## config.mk

```make
export PLATFORM = sky130hd
export DESIGN_NAME = opt_frame_rx
export DESIGN_NICKNAME = d
export VERILOG_FILES = /design/src/rtl/opt_frame_pkg.sv /design/src/rtl/opt_uart_bit_rx.sv /design/src/rtl/opt_frame_rx.sv
export SDC_FILE = /design/constraint.sdc
export NUM_CORES = 1
export LEC_CHECK = 0
export ABC_AREA = 0
export ABC_CLOCK_PERIOD_IN_PS = 2950
export BUFFER_PORTS_ARGS = -buffer_cell sky130_fd_sc_hd__buf_4
export CORE_UTILIZATION = 59
export DETAILED_ROUTE_END_ITERATION = 6
export PLACE_DENSITY = 0.74
export SYNTH_ARGS = -nofsm -noshare
export SYNTH_HDL_FRONTEND = slang
export SYNTH_SLANG_ARGS = --single-unit
```

## constraint.sdc

```tcl
create_clock -name i_clk_100M -period 2.95 [get_ports i_clk_100M]
set_input_delay 0.295 -clock i_clk_100M [delete_from_list [all_inputs] [get_ports i_clk_100M]]
set_output_delay 0.295 -clock i_clk_100M [all_outputs]
set_load 0.02 [all_outputs]
```

## src/rtl/opt_frame_pkg.sv

```systemverilog
// opt_frame_pkg: shared state encodings and default header bytes for the optical frame receiver.
// Used by opt_uart_bit_rx and opt_frame_rx. Parity support is selected with OPT_RX_PARITY_EN.
package opt_frame_pkg;

    localparam logic [7:0] SYNC0_DEF = 8'hEB;
    localparam logic [7:0] SYNC1_DEF = 8'h90;

    typedef enum logic [1:0] {
        FR_HUNT0,
        FR_HUNT1,
        FR_PAYLOAD,
        FR_CHK
    } frame_st_e;

    typedef enum logic [2:0] {
        BS_IDLE,
        BS_START,
        BS_DATA,
        BS_PAR,
        BS_STOP
    } bit_st_e;

endpackage

```

## src/rtl/opt_uart_bit_rx.sv

```systemverilog
// opt_uart_bit_rx: synchronizes the serial line and samples one UART character per start edge.
// Ports:
//   i_clk_100M  system clock
//   i_reset_n   synchronous active-low reset
//   i_rx_d      asynchronous serial input, idle high
//   o_byte      assembled data byte, valid with o_byte_ok
//   o_byte_ok   1-cycle pulse on the stop-bit sample cycle, character good
//   o_byte_err  1-cycle pulse on the stop-bit sample cycle, stop (or parity) bad
// OPT_RX_PARITY_EN adds an even-parity bit after data bit 7.
module opt_uart_bit_rx
    import opt_frame_pkg::*;
#(
    parameter int CLK_DIV = 20
) (
    input  logic       i_clk_100M,
    input  logic       i_reset_n,
    input  logic       i_rx_d,
    output logic [7:0] o_byte,
    output logic       o_byte_ok,
    output logic       o_byte_err
);

    // s_q[1] is the synchronized line, s_q[2] its previous value for edge detection
    logic [2:0]  s_q;
    bit_st_e     bs_q, bs_d;
    logic [15:0] cnt_q, cnt_d;
    logic [2:0]  bit_q, bit_d;
    logic [7:0]  sh_q, sh_d;
`ifdef OPT_RX_PARITY_EN
    logic        par_q, par_d;
`endif

    wire rx   = s_q[1];
    wire fall = s_q[2] & ~s_q[1];
    wire tick = cnt_q == 16'(CLK_DIV - 1);
    wire half = cnt_q == 16'(CLK_DIV / 2 - 1);

    always_ff @(posedge i_clk_100M) begin
        if (!i_reset_n) begin
            s_q   <= 3'b111;
            bs_q  <= BS_IDLE;
            cnt_q <= '0;
            bit_q <= '0;
            sh_q  <= '0;
`ifdef OPT_RX_PARITY_EN
            par_q <= 1'b0;
`endif
        end else begin
            s_q   <= {s_q[1:0], i_rx_d};
            bs_q  <= bs_d;
            cnt_q <= cnt_d;
            bit_q <= bit_d;
            sh_q  <= sh_d;
`ifdef OPT_RX_PARITY_EN
            par_q <= par_d;
`endif
        end
    end

    always_comb begin
        bs_d       = bs_q;
        cnt_d      = cnt_q + 16'd1;
        bit_d      = bit_q;
        sh_d       = sh_q;
        o_byte_ok  = 1'b0;
        o_byte_err = 1'b0;
`ifdef OPT_RX_PARITY_EN
        par_d      = par_q;
`endif
        case (bs_q)
            BS_IDLE: begin
                cnt_d = '0;
                bs_d  = fall ? BS_START : BS_IDLE;
            end
            BS_START: if (half) begin
                cnt_d = '0;
                bs_d  = rx ? BS_IDLE : BS_DATA;
            end
            BS_DATA: if (tick) begin
                cnt_d = '0;
                sh_d  = {rx, sh_q[7:1]};
                bit_d = bit_q + 3'd1;
`ifdef OPT_RX_PARITY_EN
                bs_d  = bit_q == 3'd7 ? BS_PAR : BS_DATA;
`else
                bs_d  = bit_q == 3'd7 ? BS_STOP : BS_DATA;
`endif
            end
`ifdef OPT_RX_PARITY_EN
            BS_PAR: if (tick) begin
                cnt_d = '0;
                par_d = ^{sh_q, rx};
                bs_d  = BS_STOP;
            end
`endif
            BS_STOP: if (tick) begin
                cnt_d      = '0;
                bs_d       = BS_IDLE;
`ifdef OPT_RX_PARITY_EN
                o_byte_ok  = rx & ~par_q;
`else
                o_byte_ok  = rx;
`endif
                o_byte_err = ~o_byte_ok;
            end
            default: bs_d = BS_IDLE;
        endcase
    end

    assign o_byte = sh_q;

endmodule

```

## src/rtl/opt_frame_rx.sv

```systemverilog
// opt_frame_rx: optical-link frame receiver; hunts the 2-byte header, streams payload, checks the 8-bit sum.
// Ports:
//   i_clk_100M    system clock
//   i_reset_n     synchronous active-low reset
//   i_rx_d        asynchronous serial line, idle high
//   o_fs_start    1-cycle pulse: header accepted
//   o_byte        payload byte, valid with o_byte_vld
//   o_byte_vld    1-cycle pulse per payload byte
//   o_frame_done  1-cycle pulse: frame checked or aborted
//   o_frame_ok    checksum match, qualifies o_frame_done
//   o_err_stop    1-cycle pulse: stop (or parity) bit bad
// OPT_RX_PARITY_EN selects 8E1 characters instead of 8N1.
module opt_frame_rx
    import opt_frame_pkg::*;
#(
    parameter int         CLK_DIV     = 20,
    parameter logic [7:0] SYNC0       = SYNC0_DEF,
    parameter logic [7:0] SYNC1       = SYNC1_DEF,
    parameter int         PAYLOAD_LEN = 16
) (
    input  logic       i_clk_100M,
    input  logic       i_reset_n,
    input  logic       i_rx_d,
    output logic       o_fs_start,
    output logic [7:0] o_byte,
    output logic       o_byte_vld,
    output logic       o_frame_done,
    output logic       o_frame_ok,
    output logic       o_err_stop
);

    logic [7:0] b;
    logic       ok, err;

    opt_uart_bit_rx #(.CLK_DIV(CLK_DIV)) u_bit (
        .i_clk_100M (i_clk_100M),
        .i_reset_n  (i_reset_n),
        .i_rx_d     (i_rx_d),
        .o_byte     (b),
        .o_byte_ok  (ok),
        .o_byte_err (err)
    );

    frame_st_e  st_q, st_d;
    logic [7:0] sum_q, sum_d, cnt_q, cnt_d, byte_d;
    logic       fs_d, vld_d, done_d, fok_d, es_d;

    // outputs are registered so every pulse lands one cycle after the stop-bit sample
    always_ff @(posedge i_clk_100M) begin
        if (!i_reset_n) begin
            st_q         <= FR_HUNT0;
            sum_q        <= '0;
            cnt_q        <= '0;
            o_fs_start   <= 1'b0;
            o_byte       <= '0;
            o_byte_vld   <= 1'b0;
            o_frame_done <= 1'b0;
            o_frame_ok   <= 1'b0;
            o_err_stop   <= 1'b0;
        end else begin
            st_q         <= st_d;
            sum_q        <= sum_d;
            cnt_q        <= cnt_d;
            o_fs_start   <= fs_d;
            o_byte       <= byte_d;
            o_byte_vld   <= vld_d;
            o_frame_done <= done_d;
            o_frame_ok   <= fok_d;
            o_err_stop   <= es_d;
        end
    end

    wire in_frame = st_q == FR_PAYLOAD || st_q == FR_CHK;

    always_comb begin
        st_d = st_q;
        case (st_q)
            FR_HUNT0:   st_d = ok && b == SYNC0 ? FR_HUNT1 : FR_HUNT0;
            FR_HUNT1:   st_d = !ok ? FR_HUNT1 : b == SYNC1 ? FR_PAYLOAD : b == SYNC0 ? FR_HUNT1 : FR_HUNT0;
            FR_PAYLOAD: st_d = err ? FR_HUNT0 : ok && cnt_q == 8'(PAYLOAD_LEN - 1) ? FR_CHK : FR_PAYLOAD;
            FR_CHK:     st_d = ok || err ? FR_HUNT0 : FR_CHK;
            default:    st_d = FR_HUNT0;
        endcase
    end

    always_comb begin
        fs_d   = ok && st_q == FR_HUNT1 && b == SYNC1;
        vld_d  = ok && st_q == FR_PAYLOAD;
        byte_d = vld_d ? b : 8'h00;
        fok_d  = ok && st_q == FR_CHK && b == sum_q;
        done_d = (ok && st_q == FR_CHK) || (err && in_frame);
        es_d   = err;
        sum_d  = fs_d ? 8'h00 : vld_d ? sum_q + b : sum_q;
        cnt_d  = fs_d ? 8'h00 : vld_d ? cnt_q + 8'd1 : cnt_q;
    end

endmodule

```

==> results by group, run 1 <==
Clock tree
  • TritonCTS clock tree: yes
  • CTS buffer count: 9
  • Root cell of the clock tree: clkbuf_8
  • Setup Buffers After CTS: 0
  • Hold Buf Count CTS: 0
  • CTS sink cnt: 64
  • Worst-path clk slew: 70 ps
  • # resized after CTS: 0
  • Clock Latency Late Sink: 340 ps
  • Worst-case clock buffer depth: 2
  • CTS HTree Levels: 3

Pwr
  • Clock Power Share: 0.442
  • Switch Pwr: 339.5 uW
  • Cell Pwr Density: 479.2 mW/mm^2
  • Power Internal: 1.281 mW
  • VDD IR max: 0.3979 mV
  • Final Power: 1.621 mW
  • Logic pwr share: 0.020
  • Lkg Pwr: 1.236 nW
  • Sequential Power Share: 0.538
  • Switching portion of total power: 0.2095

Setup path
  • Setup Crit Path Kind: reg2reg
  • Critical Path, Cell by Cell: nor2b_1, nand4_1, or2_1, a211o_1, a31oi_1
  • Critical Path AT: 2510 ps
  • CP top delay family: simple AND/OR/NAND/NOR gates
  • CP Capture Type: register
  • Critical path's largest stage delay: 520 ps
  • CP max FO: 11
  • Crit path buf inv count: 0
  • CP Data Required Time: 3220 ps
  • Slowest stage cell, crit path: or2_1
  • CP Launch Type: register

Yosys
  • #FFs+latches synth: 64
  • Top FF cell, synth: dfxtp_1
  • EDFF count, synth: 0
  • Synthesized area: 0.003074 sq mm
  • Async SR Flop Fraction: 0
  • Biggest area consumer among synthesized cells: dfxtp_1
  • Cells after Synth: 335
  • Syn nets: 351
  • Sequential share of the synthesized area: 0.4168
  • Mapped Avg Cell Area: 9.177 sq um
  • Synth top cells by count: dfxtp_1, nor2_1, nand2_1, nor3_1, inv_1
  • Yosys warns: 0
  • Top-count cell post-synth: dfxtp_1
  • Largest cells by area after synthesis: dfxtp_1, ha_1, nor2_1
  • Post-synth top area share: 0.4168
  • Cell variety after synth: 52

Placed design
  • GP Congestion: 0.8320
  • Post-Place Cells: 405
  • Pre-CTS WS: 759.4 ps
  • I/O Buffers: 15
  • Placed cell areas: 0.003196 sq mm
  • Post-DP HPWL: 4124 um

Floorplan
  • Io pins: 16
  • Die H: 74.19 um
  • Starting Density: 0.6300
  • Core area: 0.004880 sq mm
  • FP Rows: 25
  • DIE WIDTH: 74.19 um
  • DIE AREA: 0.005503 sq mm

STA
  • Fmax: 447.5 MHz
  • Final period util: 0.7576
  • Fin worst setup slack: 715.1 ps
  • Final Hold Slack: 139.7 ps
  • Setup Skew: 7.414 ps
  • Slew headroom: 0.3464
  • Setup TNS Final: 0 ps
  • Final setup vio count: 0
  • Min Tclk post-route: 2235 ps
  • Slew Limit Fails: 0
  • Count of final hold-check violations: 0
  • RSZ-0062 raised after global routing: no
  • Slew @ Worst Pin: 979.4 ps

Route
  • Vias per inst: 5.621
  • DRC: 0
  • Routed wire length: 5961 um
  • Pre-antenna DRT Iters: 4
  • Post-DRT Antenna Nets: 0
  • Vias: 2361
  • Drt wl/cell: 14.19 um
  • Initial DRC Count: 161

Cells and area
  • Share of layout cells above drive strength 1: 0.1303
  • Final cell count without fillers: 420
  • Final core occ: 0.6931
  • ANT cells: 0
  • Synth-to-layout area growth: 10.01%
  • Fin nets: 365
  • Post-route cell area: 0.003382 sq mm

Min path
  • Worst Hold Class: in2reg

Status
  • Status: finished, final reports clean

Global route
  • Global-route wire length before repair: 10260 um
  • M1 GR Usage: 0.3359
  • Met2 usage: 0.3707
  • Vias in the first global route: 2211
  • Initial antenna violation count: 0
  • Most Crowded Layer GR: met2
  • GRT Total Usage: 0.2510
  • Largest net degree at the start of global routing: 33
  • Met3 Usage GRT: 0.07995
  • GRT Residual Overflow: 0

Flow run
  • MaxCap Viol Count: 0
state kept, by name, indices dropped and copies added, names as in the netlist, 2 cells and up:
name,count
o_byte,8
u_bit.bit_q,3
cnt_q,8
st_q,2
sum_q,8
u_bit.s_q,3
u_bit.o_byte,8
u_bit.cnt_q,16
u_bit.bs_q,3
path summary, 6_finish.rpt:
kind                startpoint      endpoint  slack (ps)  depth (start not counted)
setup / recovery  u_bit.s_q[1]      sum_q[6]         720                          5
hold / removal          i_rx_d  u_bit.s_q[0]         140                          2
setup reg to reg  u_bit.s_q[1]      sum_q[6]         720                          5
hold reg to reg   u_bit.s_q[0]  u_bit.s_q[1]         440                          1
power groups by stage:
stage | Clock [mW] | Sequential (mW) | Combinational (mW)
final | 0.716 | 0.872 | 0.0319
after global routing | 0.774 | 0.872 | 0.0350
after CTS | 0.738 | 0.872 | 0.0322
after detailed placement | 0 | 0.891 | 0.0316
after global placement | 0 | 0.891 | 0.0311
after floorplan | 0 | 0.890 | 0.0256
kinds of logic (layout without fill, tap and decap cells):
| kind of cell | Yosys count | count (layout) | share of synthesized area |
|---|---|---|---|
| xor+xnor | 24 | 24 | 0.06838 |
| flops | 64 | 64 | 0.4168 |
| buf+inv | 32 | 50 | 0.05128 |
| fa+ha+maj | 14 | 14 | 0.05861 |
| compound gates | 32 | 32 | 0.07001 |
| simple gates | 157 | 157 | 0.2955 |
| mux | 12 | 12 | 0.03948 |
layout by cell type, fill, tap and decap left out, types with 2 or more instances in the layout:
cell type / count
clkbuf_8: 10
xor2_1: 11
nor3_1: 23
and4_1: 3
and3_1: 2
buf_4: 17
nand2_1: 26
o21ai_0: 4
or3_1: 4
ha_1: 12
xnor2_1: 13
a21oi_1: 15
inv_1: 18
nand2b_1: 3
and2_1: 9
nor2_1: 36
a31oi_1: 4
dfxtp_1: 64
clkinv_2: 3
nor4b_1: 2
nand3_1: 13
nor2b_1: 2
mux2i_1: 11
nand4_1: 11
nor4_4: 5
nor4_1: 8
layout make-up:
| cell class | count | area [sq um] |
|---|---|---|
| Tap cell | 67 | 83.83 |
| Sequential cell | 64 | 1281 |
| Inverter | 18 | 67.56 |
| Timing Repair Buffer | 17 | 127.6 |
| Clock buffer | 11 | 141.4 |
| Clock inverter | 4 | 45.04 |
| Fill cell | 402 | 1498 |
| Multi-Input combinational cell | 239 | 1635 |
per-layer routing:
layer / share of wire / vias up / routed length, um
met5: 0 / - / 0
met4: 0.0077 / 0 / 46
met3: 0.057 / 5 / 342
met2: 0.45 / 58 / 2707
met1: 0.48 / 1098 / 2864
li1: - / 1200 / -
No activity file was read; power rests on OpenSTA's default activity.
==> run 2, diff against run 1 <==
--- a/config.mk
+++ b/config.mk
@@ -6,11 +6,11 @@
 export NUM_CORES = 1
 export LEC_CHECK = 0
 export ABC_AREA = 0
-export ABC_CLOCK_PERIOD_IN_PS = 2950
+export ABC_CLOCK_PERIOD_IN_PS = 1950
 export BUFFER_PORTS_ARGS = -buffer_cell sky130_fd_sc_hd__buf_4
-export CORE_UTILIZATION = 59
+export CORE_UTILIZATION = 54
 export DETAILED_ROUTE_END_ITERATION = 6
-export PLACE_DENSITY = 0.74
+export PLACE_DENSITY = 0.71
 export SYNTH_ARGS = -nofsm -noshare
 export SYNTH_HDL_FRONTEND = slang
 export SYNTH_SLANG_ARGS = --single-unit
==> constraint.sdc (replaced) <==
create_clock -name i_clk_100M -period 1.95 [get_ports i_clk_100M]
set_input_delay 0.195 -clock i_clk_100M [delete_from_list [all_inputs] [get_ports i_clk_100M]]
set_output_delay 0.195 -clock i_clk_100M [all_outputs]
set_load 0.02 [all_outputs]
==> run 2 against run 1 <==
  * Combinational power up 92%
  * Utilization up 1.7 points
  * Critical path type unchanged
  * Wire length up 14%
==> results by group, run 2 (synthesis results as in run 1) <==
Pwr
  • Switching portion of total power: 0.2179 (+0.008348)
  • Logic pwr share: 0.022 (+0.002)
  • Power Internal: 2.198 mW (+72%)
  • Sequential Power Share: 0.468 (-0.070)
  • Cell Pwr Density: 718.8 mW/mm^2 (+50%)
  • Lkg Pwr: 1.498 nW (+21%)
  • VDD IR max: 0.6302 mV (+58%)
  • Clock Power Share: 0.510 (+0.068)
  • Switch Pwr: 612.3 uW (+80%)

Clock tree
  • TritonCTS clock tree: yes
  • Worst-path clk slew: 80 ps (about the same)
  • Clock Latency Late Sink: 350 ps (about the same)
  • CTS buffer count: 9 (unchanged)
  • CTS sink cnt: 64 (unchanged)
  • Worst-case clock buffer depth: 2 (unchanged)
  • CTS HTree Levels: 3 (unchanged)
  • Root cell of the clock tree: clkbuf_8
  • Hold Buf Count CTS: 0 (unchanged)

Global route
  • Global-route wire length before repair: 11010 um (+7.3%)
  • Initial antenna violation count: 0 (unchanged)
  • GRT Residual Overflow: 0 (unchanged)
  • GRT Total Usage: 0.2363 (-0.01474)
  • Largest net degree at the start of global routing: 21 (-36%)
  • Vias in the first global route: 2391 (+8.1%)

Min path
  • Worst Hold Class: in2reg
  • Hold_sp: i_rx_d

Setup path
  • Setup Crit Path Kind: reg2reg
  • Critical path's largest stage delay: 400 ps (-120 ps)
  • CP Launch Point: u_bit.o_byte[4]
  • CP Capture Type: register
  • CP max FO: 6 (-5)
  • CP Data Required Time: 2190 ps (-1030 ps)
  • CP top delay family: multiplexers
  • Reg2reg start: u_bit.o_byte[4]
  • Critical Path, Cell by Cell: ha_4, nand3_1, o211ai_1, o41ai_2, mux2i_1, mux2_2
  • Worst reg2reg endpoint: sum_q[7]
  • Worst R2R Setup Slack: 20 ps (-690 ps)
  • CP Launch Type: register
  • Crit path buf inv count: 0 (unchanged)
  • Critical path depth: 6 (+1)
  • Slowest stage cell, crit path: dfxtp_1
  • Critical Path AT: 2170 ps (-340 ps)
  • Reg2reg path depth: 6 (+1)
  • Worst Setup EP: sum_q[7]

Placed design
  • I/O Buffers: 15 (unchanged)
  • Post-Place Cells: 438 (+8.1%)
  • GP Congestion: 0.8832 (+6.2%)
  • Post-DP HPWL: 4464 um (+8.2%)

Route
  • Routed wire length: 6774 um (+14%)
  • Pre-antenna DRT Iters: 4 (unchanged)
  • DRC: 0 (unchanged)
  • Drt wl/cell: 14.76 um (+4.0%)
  • Vias per inst: 5.538 (-1.5%)
  • Post-DRT Antenna Nets: 0 (unchanged)
  • Initial DRC Count: 167 (+3.7%)
  • Vias: 2542 (+7.7%)

Cells and area
  • Synth-to-layout area growth: 27.19%
  • Top reg by flops: u_bit.cnt_q
  • Share of layout cells above drive strength 1: 0.2817 (+0.1513)
  • Largest register FFs: 16 (unchanged)
  • Fin nets: 398 (+9.0%)
  • Most frequent cells in the layout: dfxtp_1, buf_4, nor2_1, nand2_1, nor3_1
  • ANT cells: 0 (unchanged)
  • Most common cell after layout, fill and taps aside: dfxtp_1
  • Final cell count without fillers: 459 (+9.3%)

STA
  • Setup Skew: 8.852 ps (+1.437 ps)
  • Final Hold Slack: 33.46 ps (-106.3 ps)
  • Fmax: 518.7 MHz (+16%)
  • Slew headroom: 0.6909 (+0.3446)
  • Slew @ Worst Pin: 463.1 ps (-516.3 ps)
  • Slew Limit Fails: 0 (unchanged)
  • Final setup vio count: 0 (unchanged)
  • Final period util: 0.9887 (+0.2311)
  • Min Tclk post-route: 1928 ps (-306.9 ps)
  • Count of final hold-check violations: 0 (unchanged)
  • RSZ-0062 raised after global routing: yes

Floorplan
  • Io pins: 16 (unchanged)
  • DIE AREA: 0.005999 sq mm (+9.0%)
  • Core area: 0.005507 sq mm (+13%)
  • Die H: 77.45 um (+4.4%)
  • Starting Density: 0.5583 (-0.07172)
  • FP Rows: 27 (+8.0%)
  • DIE WIDTH: 77.45 um (+4.4%)

Status
  • Status: finished, final reports clean

Flow run
  • MaxCap Viol Count: 0 (unchanged)
-- run 2: how the worst min path moves through the flow --
stage                         endpoint  slack, ps  depth (start not counted)
final                     u_bit.s_q[0]         30                          2
after global routing      u_bit.s_q[0]         20                          2
after CTS                 u_bit.s_q[0]         20                          2
after detailed placement  u_bit.s_q[0]        400                          2
after global placement    u_bit.s_q[0]        400                          2
after floorplan           u_bit.s_q[0]        300                          1
-- run 2: area by class of cell --
cell class                      count  area (sq um)
Multi-Input combinational cell    239          1799
Fill cell                         422          1597
Sequential cell                    64          1290
Timing Repair Buffer               50         411.6
Clock inverter                      7         127.6
Clock buffer                        9         123.9
Tap cell                           72         90.09
Inverter                           18         67.56
-- run 2: per-layer routing --
layer | wire length, um | GRT usage
met4 | 99 | 0.07547
met1 | 3168 | 0.2985
met2 | 3192 | 0.3752
met5 | 0 | 0
met3 | 314 | 0.08235
-- run 2: what timing repair did --
action                                  CTS  global route
setup buffers                             2             3
endpoints found under the setup margin   28            40
gates resized for setup                   4            32
pin swaps                                 2            10
-- run 2: power groups by stage --
stage	Clock [mW]	Sequential (mW)	Combinational [mW]
final	1.43	1.31	0.0613
after global placement	0	1.35	0.0585
after CTS	1.46	1.32	0.0598
after detailed placement	0	1.35	0.0590
after global routing	1.52	1.32	0.0679
after floorplan	0	1.35	0.0387
-- run 2: metrics by stage --
stage	setup slack, ps	utilization	total power [mW]	instance area (sq um)	TNS, ps
2_1_floorplan	37.09	-	1.385	3074	0
3_3_place_gp	-14.95	0.6242	1.405	3437	-18.99
3_5_place_dp	-39.29	0.6242	1.405	3437	-147.5
4_1_cts	8.457	0.6748	2.836	3716	0
5_1_grt	-53.59	0.7101	2.899	3910	-72.22
6_report	22.05	0.7101	2.811	3910	0
-- run 2: worst register-to-register path, cell delays in order (launching register included) --
cell and delay (ps):
dfxtp_1 400, ha_4 240, nand3_1 90, o211ai_1 160, o41ai_2 330, mux2i_1 230
mux2_2 360
==> run 3, diff against run 2 <==
--- a/config.mk
+++ b/config.mk
@@ -10,7 +10,8 @@
 export BUFFER_PORTS_ARGS = -buffer_cell sky130_fd_sc_hd__buf_4
 export CORE_UTILIZATION = 54
 export DETAILED_ROUTE_END_ITERATION = 6
-export PLACE_DENSITY = 0.71
+export PLACE_DENSITY = 0.72
 export SYNTH_ARGS = -nofsm -noshare
 export SYNTH_HDL_FRONTEND = slang
+export SYNTH_HIERARCHICAL = 1
 export SYNTH_SLANG_ARGS = --single-unit
==> run 3 against run 2 <==
  * Combinational power rose to 3.3 times the previous value
  * Die area fell by 1.4%
  * The flow now finishes with violations (negative setup slack)
  * Wire length rose by 3.9%
  * Maximum frequency fell by 4.4%
  * Synthesized cell count fell by 0.60%
  * Largest cell class unchanged
  * Total power fell by 8.1%
  * Critical endpoint is now sum_q[6]
  * Global-route usage rose by 1.3 points
  * Largest power group is now registers
  * First-iteration DRC count fell by 15%
  * Sequential share of layout area fell by 0.46 points
  * Sequential cell count did not move
  * Design area rose by 1.6%
  * Utilization rose by 4.4 points
==> results by group, run 3 <==
Global route
  • GRT Total Usage: 0.2491 (+0.01284)
  • Vias in the first global route: 2502 (+4.6%)
  • Initial antenna violation count: 0 (unchanged)
  • Global-route wire length before repair: 11440 um (+3.9%)
  • GRT Residual Overflow: 0 (unchanged)
  • Largest net degree at the start of global routing: 29 (+38%)

Yosys
  • Sequential share of the synthesized area: 0.4228 (+0.006023)
  • Yosys warns: 6 (+6)
  • Biggest area consumer among synthesized cells: dfxtp_1
  • Async SR Flop Fraction: 0 (unchanged)
  • Synth top cells by count: dfxtp_1, a21oi_1, nand2_1
  • Synth Area in Adders: 0.05945 (+0.0008469)
  • Synthesized area: 0.003030 sq mm (-1.4%)
  • Main combinational cell family by area after synthesis: simple AND/OR/NAND/NOR gates
  • Syn nets: 349 (-0.57%)
  • #FFs+latches synth: 64 (unchanged)
  • Cells after Synth: 333 (-0.60%)
  • Synth Area in XOR/XNOR: 0.06358 (-0.004792)
  • Synth Area in Compound Gates: 0.1325 (+0.06253)
  • Top FF cell, synth: dfxtp_1
  • Mapped Avg Cell Area: 9.100 sq um (-0.83%)
  • Largest cells by area after synthesis: dfxtp_1, ha_1, a21oi_1
  • Synth Area in Simple Gates: 0.2828 (-0.01266)
  • Cell variety after synth: 56 (+7.7%)
  • Mux share of post-synthesis cell area: 0.003303 (-0.03618)
  • EDFF count, synth: 0 (unchanged)
  • Top-count cell post-synth: dfxtp_1
  • Post-synth top area share: 0.4228 (+0.006023)

Setup path
  • CP max FO: 7 (+1)
  • Slowest stage cell, crit path: nor4_4
  • Critical path's largest stage delay: 380 ps (-20 ps)
  • Setup Crit Path Kind: reg2reg
  • CP Launch Type: register
  • Crit path buf inv count: 0 (unchanged)
  • CP Data Required Time: 2190 ps (about the same)
  • Critical Path, Cell by Cell: nor4_4, nand4_4, nor3_4, and4bb_1, nand4_2, nand2_4, nor2_1, a211o_1
  • CP top delay family: simple AND/OR/NAND/NOR gates
  • Critical Path AT: 2260 ps (+90 ps)
  • CP Capture Type: register
  • Worst R2R Setup Slack: -70 ps (-90 ps)

Floorplan
  • DIE WIDTH: 76.91 um (-0.70%)
  • Core area: 0.005270 sq mm (-4.3%)
  • Die H: 76.91 um (-0.70%)
  • FP Rows: 26 (-3.7%)
  • DIE AREA: 0.005915 sq mm (-1.4%)
  • Starting Density: 0.5750 (+0.01674)
  • Io pins: 16 (unchanged)

STA
  • Min Tclk post-route: 2018 ps (+89.60 ps)
  • Slew Limit Fails: 0 (unchanged)
  • Final setup vio count: 21 (+21)
  • Fin worst setup slack: -67.55 ps (-89.60 ps)
  • Final period util: 1.035 (+0.04595)
  • Slew @ Worst Pin: 482.6 ps (+19.52 ps)
  • Fmax: 495.7 MHz (-4.4%)
  • Slew headroom: 0.6783 (-0.01267)
  • RSZ-0062 raised after global routing: yes
  • Setup Skew: 10.37 ps (+1.521 ps)
  • Count of final hold-check violations: 0 (unchanged)
  • Final Hold Slack: 29.00 ps (-4.461 ps)

Placed design
  • Post-DP HPWL: 4641 um (+4.0%)
  • GP Congestion: 0.8125 (-8.0%)
  • Post-Place Cells: 444 (+1.4%)
  • I/O Buffers: 15 (unchanged)
  • Placed cell areas: 0.003528 sq mm (+2.7%)

Cells and area
  • Share of layout cells above drive strength 1: 0.3241 (+0.04247)
  • Number of fill cells: 383 (-9.2%)
  • Footprint of the multi-input gates: 0.001852 sq mm (+2.9%)
  • Synth-to-layout area growth: 31.09%
  • Fin nets: 410 (+3.0%)
  • Top reg by flops: u_bit/cnt_q
  • Final cell count without fillers: 468 (+2.0%)
  • Post-route cell area: 0.003973 sq mm (+1.6%)
  • Most common cell after layout, fill and taps aside: buf_4
  • Most frequent cells in the layout: buf_4, dfxtp_1, nand2_1, a21oi_1, nor2_1
  • Seq. cell area: 0.001292 sq mm (+0.19%)
  • ANT cells: 0 (unchanged)
  • Largest register FFs: 16 (unchanged)

Clock tree
  • TritonCTS clock tree: yes
  • Root cell of the clock tree: clkbuf_8
  • Hold Buf Count CTS: 0 (unchanged)
  • CTS HTree Levels: 3 (unchanged)
  • CTS sink cnt: 64 (unchanged)
  • Worst-case clock buffer depth: 2 (unchanged)
  • CTS buffer count: 9 (unchanged)
  • Worst-path clk slew: 70 ps (about the same)
  • Clock Latency Late Sink: 360 ps (about the same)

Route
  • Post-DRT Antenna Nets: 0 (unchanged)
  • Pre-antenna DRT Iters: 4 (unchanged)
  • Drt wl/cell: 15.04 um (+1.9%)
  • Vias: 2695 (+6.0%)
  • Routed wire length: 7041 um (+3.9%)
  • Initial DRC Count: 142 (-15%)
  • DRC: 0 (unchanged)
  • Vias per inst: 5.759 (+4.0%)

Status
  • Status: finished with violations
  • Failing checks: negative setup slack

Pwr
  • Cell Pwr Density: 650.2 mW/mm^2 (-9.5%)
  • Lkg Pwr: 1.604 nW (+7.1%)
  • VDD IR max: 0.4562 mV (-28%)

Min path
  • Worst Hold Class: in2reg

Flow run
  • MaxCap Viol Count: 0 (unchanged)
-- run 3: what timing repair did --
| item | in CTS | in global routing |
|---|---|---|
| pin swaps | 1 | 23 |
| resized for setup | 2 | 34 |
| gates cloned | 0 | 1 |
| buffers inserted | 0 | 10 |
| setup endpoints to repair | 9 | 40 |
-- run 3: report_power, final --
| group | internal, mW | leakage, nW | switching [mW] |
|---|---|---|---|
| combinational | 0.0780 | 0.987 | 0.127 |
| clock | 0.560 | 0.0971 | 0.496 |
| sequential | 1.32 | 0.520 | 0.00680 |
-- run 3: worst reg2reg max path, stage by stage (launching register included) --
cell      delay (ps)
dfxtp_2          340
nor4_4           380
nand4_4          150
nor3_4           240
and4bb_1         230
nand4_2          140
nand2_4          140
nor2_1            50
a211o_1          250
-- run 3: routing by layer --
metal | track usage | part of all wire
met2 | 0.4134 | 0.49
met4 | 0.09808 | 0.016
met3 | 0.09524 | 0.045
met1 | 0.2870 | 0.45
met5 | 0 | 0
-- run 3: final cells by class --
cell class                 instances  share of cell area
multi-input combinational        246              0.4661
sequential                        64              0.3254
timing repair buffer              66              0.1342
clock buffer                      12             0.04189
tap                               70             0.02205
inverter                           7            0.006614
clock inverter                     3            0.003780
-- run 3: per-stage QoR --
stage                     TNS (ps)    util  power (mW)  setup WS (ps)
after floorplan              -2549       -       1.443         -252.3
after global placement      -21.24  0.6695       1.493         -21.24
after detailed placement    -184.4  0.6695       1.494         -72.45
after CTS                   -50.10  0.7061       2.536         -22.14
after global routing         -3029  0.7538       2.674         -166.8
final                       -543.4  0.7538       2.583         -67.55
-- run 3: path summary, 6_finish.rpt --
check            startpoint           end  cells after the start
max          u_bit/cnt_q[6]      sum_q[6]                      8
min reg2reg    u_bit/s_q[0]  u_bit/s_q[1]                      1
min                  i_rx_d  u_bit/s_q[0]                      2
max reg2reg  u_bit/cnt_q[6]      sum_q[6]                      8
-- run 3: kinds of logic (layout without fill, tap and decap cells) --
group / Yosys count / count (layout)
adder cells (fa/ha/maj): 14 / 14
flip-flops: 64 / 64
XOR/XNOR: 22 / 22
buffers and inverters: 23 / 88
AO/OA/AOI/OAI: 63 / 63
multiplexers: 1 / 1
AND/OR/NAND/NOR: 146 / 146
